`config.mk`:
```
export PLATFORM = sky130hd
export DESIGN_NAME = instr_fetch_unit
export DESIGN_NICKNAME = d
export VERILOG_FILES = /design/src/rtl/instr_fetch_unit_pkg.sv /design/src/rtl/instr_fetch_unit_next_pc_sel.sv /design/src/rtl/instr_fetch_unit.sv
export SDC_FILE = /design/constraint.sdc
export NUM_CORES = 1
export LEC_CHECK = 0
export BUFFER_PORTS_ARGS = -buffer_cell sky130_fd_sc_hd__buf_4
export CORE_ASPECT_RATIO = 1.25
export CORE_UTILIZATION = 25
export CTS_CLUSTER_DIAMETER = 80
export DETAILED_ROUTE_END_ITERATION = 10
export PLACE_DENSITY_LB_ADDON = 0.3
export SLEW_MARGIN = 20
export SYNTH_ARGS = -nofsm -noshare
export SYNTH_HDL_FRONTEND = slang
export SYNTH_SLANG_ARGS = --single-unit
```
`constraint.sdc`:
```
create_clock -name clk -period 2.3 [get_ports clk]
set_input_delay 0.23 -clock clk [delete_from_list [all_inputs] [get_ports clk]]
set_output_delay 0.23 -clock clk [all_outputs]
set_load 0.005 [all_outputs]
```
`src/rtl/instr_fetch_unit_pkg.sv`:
```
// Shared definitions for the instruction fetch unit: widths, reset PC,
// fetch FSM encoding, RV32I opcode constants and the NOP word.
package instr_fetch_unit_pkg;

    localparam int          IFU_XLEN     = 32;
    localparam logic [31:0] IFU_RESET_PC = 32'h0000_0000;

    localparam logic [6:0] OPC_OP_IMM = 7'b0010011;
    localparam logic [6:0] OPC_JAL    = 7'b1101111;
    localparam logic [6:0] OPC_JALR   = 7'b1100111;
    localparam logic [6:0] OPC_BRANCH = 7'b1100011;

    // addi x0, x0, 0 -- the canonical RV32I NOP.
    localparam logic [31:0] NOP_INSTR = {12'h000, 5'd0, 3'b000, 5'd0, OPC_OP_IMM};

    typedef enum logic [1:0] {
        FETCH_REQ   = 2'd0,
        FETCH_WAIT  = 2'd1,
        FETCH_VALID = 2'd2,
        FETCH_HALT  = 2'd3
    } fetch_state_e;

    function automatic logic is_word_aligned(input logic [1:0] addr_lsbs);
        return addr_lsbs == 2'b00;
    endfunction

endpackage

```
`src/rtl/instr_fetch_unit_next_pc_sel.sv`:
```
// Next-PC priority mux (jalr > jump/branch > sequential) with word-alignment
// check on the selected target.
module instr_fetch_unit_next_pc_sel
    import instr_fetch_unit_pkg::*;
#(
    parameter int XLEN = IFU_XLEN
) (
    input  logic [XLEN-1:0] instr_pc_i,
    input  logic            en_branch_i,
    input  logic            jump_i,
    input  logic            jalr_i,
    input  logic [XLEN-1:0] branch_target_i,
    input  logic [XLEN-1:0] jalr_target_i,
    output logic [XLEN-1:0] next_pc_o,
    output logic            misaligned_o
);

    localparam logic [XLEN-1:0] PC_STEP  = XLEN'(4);
    localparam logic [XLEN-1:0] BIT0_CLR = ~XLEN'(1);

    always_comb begin
        // NOTE: every always_comb output gets a default first, so no path can infer a latch.
        next_pc_o = instr_pc_i + PC_STEP;
        if (jalr_i) begin
            next_pc_o = jalr_target_i & BIT0_CLR;
        end else if (jump_i || en_branch_i) begin
            next_pc_o = branch_target_i;
        end
    end

    assign misaligned_o = !is_word_aligned(next_pc_o[1:0]);

endmodule

```
`src/rtl/instr_fetch_unit.sv`:
```
// Single-outstanding instruction fetch: owns the PC, fetches over a
// valid/ready memory port, presents the word to decode and redirects at retire.
module instr_fetch_unit
    import instr_fetch_unit_pkg::*;
#(
    parameter int              XLEN     = IFU_XLEN,
    parameter logic [XLEN-1:0] RESET_PC = XLEN'(IFU_RESET_PC)
) (
    input  logic            clk,
    input  logic            rst,
    output logic            imem_req_valid,
    input  logic            imem_req_ready,
    output logic [XLEN-1:0] imem_addr,
    input  logic            imem_rsp_valid,
    input  logic [31:0]     imem_rdata,
    output logic            instr_valid,
    input  logic            instr_ready,
    output logic [31:0]     instr,
    output logic [XLEN-1:0] instr_pc,
    input  logic            en_branch,
    input  logic            jump,
    input  logic            jalr,
    input  logic [XLEN-1:0] branch_target,
    input  logic [XLEN-1:0] jalr_target,
    output logic            fetch_fault,
    output logic [63:0]     instret
);

    fetch_state_e    state_q, state_d;
    logic [XLEN-1:0] pc_q;
    logic [31:0]     instr_q;
    logic [XLEN-1:0] instr_pc_q;
    logic            fault_q;
    logic [63:0]     instret_q;

    logic [XLEN-1:0] next_pc;
    logic            next_misaligned;
    logic            capture;
    logic            retire;

    assign capture = (state_q == FETCH_WAIT)  && imem_rsp_valid;
    assign retire  = (state_q == FETCH_VALID) && instr_ready;

    // Redirect inputs feed the mux continuously but only matter on retire.
    instr_fetch_unit_next_pc_sel #(
        .XLEN(XLEN)
    ) u_next_pc_sel (
        .instr_pc_i     (instr_pc_q),
        .en_branch_i    (en_branch),
        .jump_i         (jump),
        .jalr_i         (jalr),
        .branch_target_i(branch_target),
        .jalr_target_i  (jalr_target),
        .next_pc_o      (next_pc),
        .misaligned_o   (next_misaligned)
    );

    always_ff @(posedge clk) begin
        if (rst) begin
            state_q <= FETCH_REQ;
        end else begin
            state_q <= state_d;
        end
    end

    always_comb begin
        state_d = state_q;
        case (state_q)
            FETCH_REQ:   if (imem_req_ready) state_d = FETCH_WAIT;
            FETCH_WAIT:  if (imem_rsp_valid) state_d = FETCH_VALID;
            FETCH_VALID: if (instr_ready)    state_d = next_misaligned ? FETCH_HALT : FETCH_REQ;
            FETCH_HALT:  state_d = FETCH_HALT;
            default:     state_d = FETCH_REQ;
        endcase
    end

    always_comb begin
        imem_req_valid = 1'b0;
        instr_valid    = 1'b0;
        case (state_q)
            FETCH_REQ:   imem_req_valid = 1'b1;
            FETCH_VALID: instr_valid    = 1'b1;
            default: ;
        endcase
    end

    // A misaligned target halts with the PC left at the faulting instruction.
    always_ff @(posedge clk) begin
        // NOTE: sequential state uses non-blocking assignments only, so every register samples pre-edge values.
        if (rst) begin
            pc_q       <= RESET_PC;
            instr_q    <= NOP_INSTR;
            instr_pc_q <= RESET_PC;
            fault_q    <= 1'b0;
            instret_q  <= 64'd0;
        end else begin
            if (capture) begin
                instr_q    <= imem_rdata;
                instr_pc_q <= pc_q;
            end
            if (retire) begin
                instret_q <= instret_q + 64'd1;
                if (next_misaligned) begin
                    fault_q <= 1'b1;
                end else begin
                    pc_q <= next_pc;
                end
            end
        end
    end

    assign imem_addr   = pc_q;
    assign instr       = instr_q;
    assign instr_pc    = instr_pc_q;
    assign fetch_fault = fault_q;
    assign instret     = instret_q;

endmodule
```
==> results.tsv <==
stage	metric	value	unit
timing	setup_viol	0	
synthesis	syn_nets	1090	
clocking	cts_max_level	4	
critical_path	crit_path_end	instret[59]	
critical_path	startpoint	instret[25]	
synthesis	synth_cell_types	55	
finish	drive_above_1_share	29.84	%
synthesis	synthFlopType	dfxtp_1	
critical_path	rr_endpoint	instret[59]	
timing	rsz0062_at_grt	true	
place	io_buffers	265	
finish	finalNonFillerCells	1691	
global_route	track_usage	17.17	%
drt	wire_per_inst	16.49	um
synthesis	ys_top_cells_by_area	dfxtp_1 (42%), nand2_1 (8.9%), a21oi_1 (7.4%)	
clocking	cts_inserted_buffers	17	
global_route	grt_pass1_wl	42840	um
timing	final.period_utilization	94.99	%
synthesis	synth_area_leader_cell	dfxtp_1	
global_route	grt.overflow.total	0	
critical_path	r2r_slack	120	ps
floorplan	fp.dieArea	31440	sq um
power_and_ir_drop	p_leak	4.250	nW
finish	fin_nets	1383	
clocking	cts_root_buf	clkbuf_16	
drt	drt_iter0_drc	515	
drt	dr.pass1.iters	5	
floorplan	initial_core_util	25.44	%
clocking	clkTransAtPathRegs	60	ps
drt	postRouteAntennaNets	0	
critical_path	r2r_cells	6	
clocking	clk_path_buf_depth	2	
power_and_ir_drop	power	0.006212	W
timing	fmax	457.7	MHz
floorplan	die_y	198.0	um
drt	drc	0	
floorplan	num_rows	71	
critical_path	crit_fanout	27	
global_route	first_global_vias	7763	
global_route	antenna_found_initial	0	
critical_path	cp.required	2640	ps
drt	viasPerCell	4.895	
timing	holdWs	27.91	ps
synthesis	synth_edf_count	0	
timing	setup_slack	115.3	ps
place	dpl.cell_count	1656	
synthesis	syn_avg_cell_area	7.809	sq um
synthesis	syn_inst	984	
critical_path	cp.arrival	2530	ps
power_and_ir_drop	ir_worst_vdd	0.2706	mV
run_status	status	complete, no violations	
clocking	clk_latency	430	ps
synthesis	yosysWarnings	0	
synthesis	syn_area	7684	sq um
floorplan	core_area	30200	sq um
synthesis	async_flop_share	0	%
finish	finish.utilization	36.79	%
place	dpl.hpwl	19680	um
timing	hold_viol_final	0	
hold_path	hold_start	imem_rdata[1]	
critical_path	timing.rr.start	instret[25]	
hold_path	min_path_type	input port to register	
run	max_cap_viol_count	0	
drt	vias	8277	
place	dpl_worst_slack	71.86	ps
clocking	cts_tree	built	
floorplan	die_x	158.8	um
clocking	cts_sinks	163	
timing	slew_headroom	48.30	%
critical_path	end_kind	register	
synthesis	seq_area_frac_synth	42.47	%
synthesis	synth-seq-cells	163	
synthesis	synth_top_cell_area_share	42.47	%
place	gp_congestion	0.8045	
finish	antennaDiodeCount	0	
floorplan	ioPinCount	267	
synthesis	yosysMostFrequentCell	nand2_1	
timing	final_max_slew_viol_count	0	
global_route	grt_max_degree	151	
timing	worstMarginPinSlew	775.5	ps
timing	skew	12.73	ps
power_and_ir_drop	power_density	558.9	nW/um^2
critical_path	critPathKind	register to register	
finish	area_growth	44.63	%
drt	wl	27880	um
timing	period_needed	2185	ps
synthesis	synthTopCellsByCount	nand2_1 (182), dfxtp_1 (163), a21oi_1 (113)	
critical_path	startpoint_type	register	
-- cell families (layout without fill, tap and decap cells) --
kind of cell / Yosys count / after routing / synth area share [%]
adder cells (fa/ha/maj): 2 / 2 / 0.3256
flip-flops: 163 / 163 / 42.47
buffers and inverters: 81 / 387 / 4.087
AND/OR/NAND/NOR: 452 / 452 / 29.10
AO/OA/AOI/OAI: 243 / 243 / 19.07
XOR/XNOR: 41 / 41 / 4.673
multiplexers: 2 / 2 / 0.2768
-- sequential cells by signal, summed over array words and instances (netlist names) --
register     flops
instret         64
imem_addr       32
instr           32
instr_pc        32
state_q          2
fetch_fault      1
-- area by class of cell --
cell class / instances / area, sq um
Inverter: 18 / 67.56
Sequential cell: 163 / 3266
Fill cell: 3175 / 19090
Multi-Input combinational cell: 740 / 4140
Clock buffer: 23 / 478.0
Clock inverter: 9 / 80.08
Timing Repair Buffer: 337 / 2580
Tap cell: 401 / 501.7
-- cells in the final DEF, fill, tap and decap left out, types with 24 or more instances in the layout --
| cell | n |
|---|---|
| o21ai_0 | 41 |
| nand2_1 | 182 |
| a21oi_1 | 113 |
| xor2_1 | 25 |
| nor2_1 | 73 |
| or4_1 | 29 |
| nand3_1 | 37 |
| nand4_1 | 29 |
| buf_4 | 331 |
| o31ai_1 | 24 |
| dfxtp_1 | 161 |
-- worst min path at each step --
stage,to,slack [ps],cells after the start
after detailed placement,instr[0],450,3
final,instr[1],30,3
after global routing,instr[1],30,3
after floorplan,instr[0],350,2
after global placement,instr[0],440,3
after CTS,instr[1],5,3
-- per-layer routing --
layer,global-route usage [%],routed length [um],vias up
met5,0,0,-
met3,3.645,1471,24
li1,-,-,4117
met4,5.609,493,0
met2,30.00,14030,229
met1,20.87,11880,3907
-- power breakdown --
| part | internal (W) | leakage (nW) | total, W | switching [W] |
|---|---|---|---|---|
| Clock | 0.00157 | 0.265 | 0.00277 | 0.00120 |
| Sequential | 0.00287 | 1.32 | 0.00290 | 0.0000287 |
| Combinational | 0.000256 | 2.67 | 0.000542 | 0.000287 |
-- what timing repair did --
| action | in CTS | in global routing |
|---|---|---|
| hold endpoints to repair | 2 | 0 |
| resized for setup | 0 | 8 |
| hold buffers | 2 | 0 |
| buffers inserted | 0 | 1 |
| setup endpoints to repair | 0 | 22 |
-- stage by stage --
step,setup TNS [ps],area (sq um)
finish,0,11110
global placement,0,10500
detailed placement,0,10500
CTS,0,11080
global route,-13.87,11110
floorplan,0,7684
-- worst max-delay path: stages (launching register included) --
cell and delay [ps]:
dfxtp_1 330, and4_4 270, nand3_4 110, or4_4 560, buf_8 180, or4_1 500, a21oi_1 150
Power figures use the tool's default switching activity.
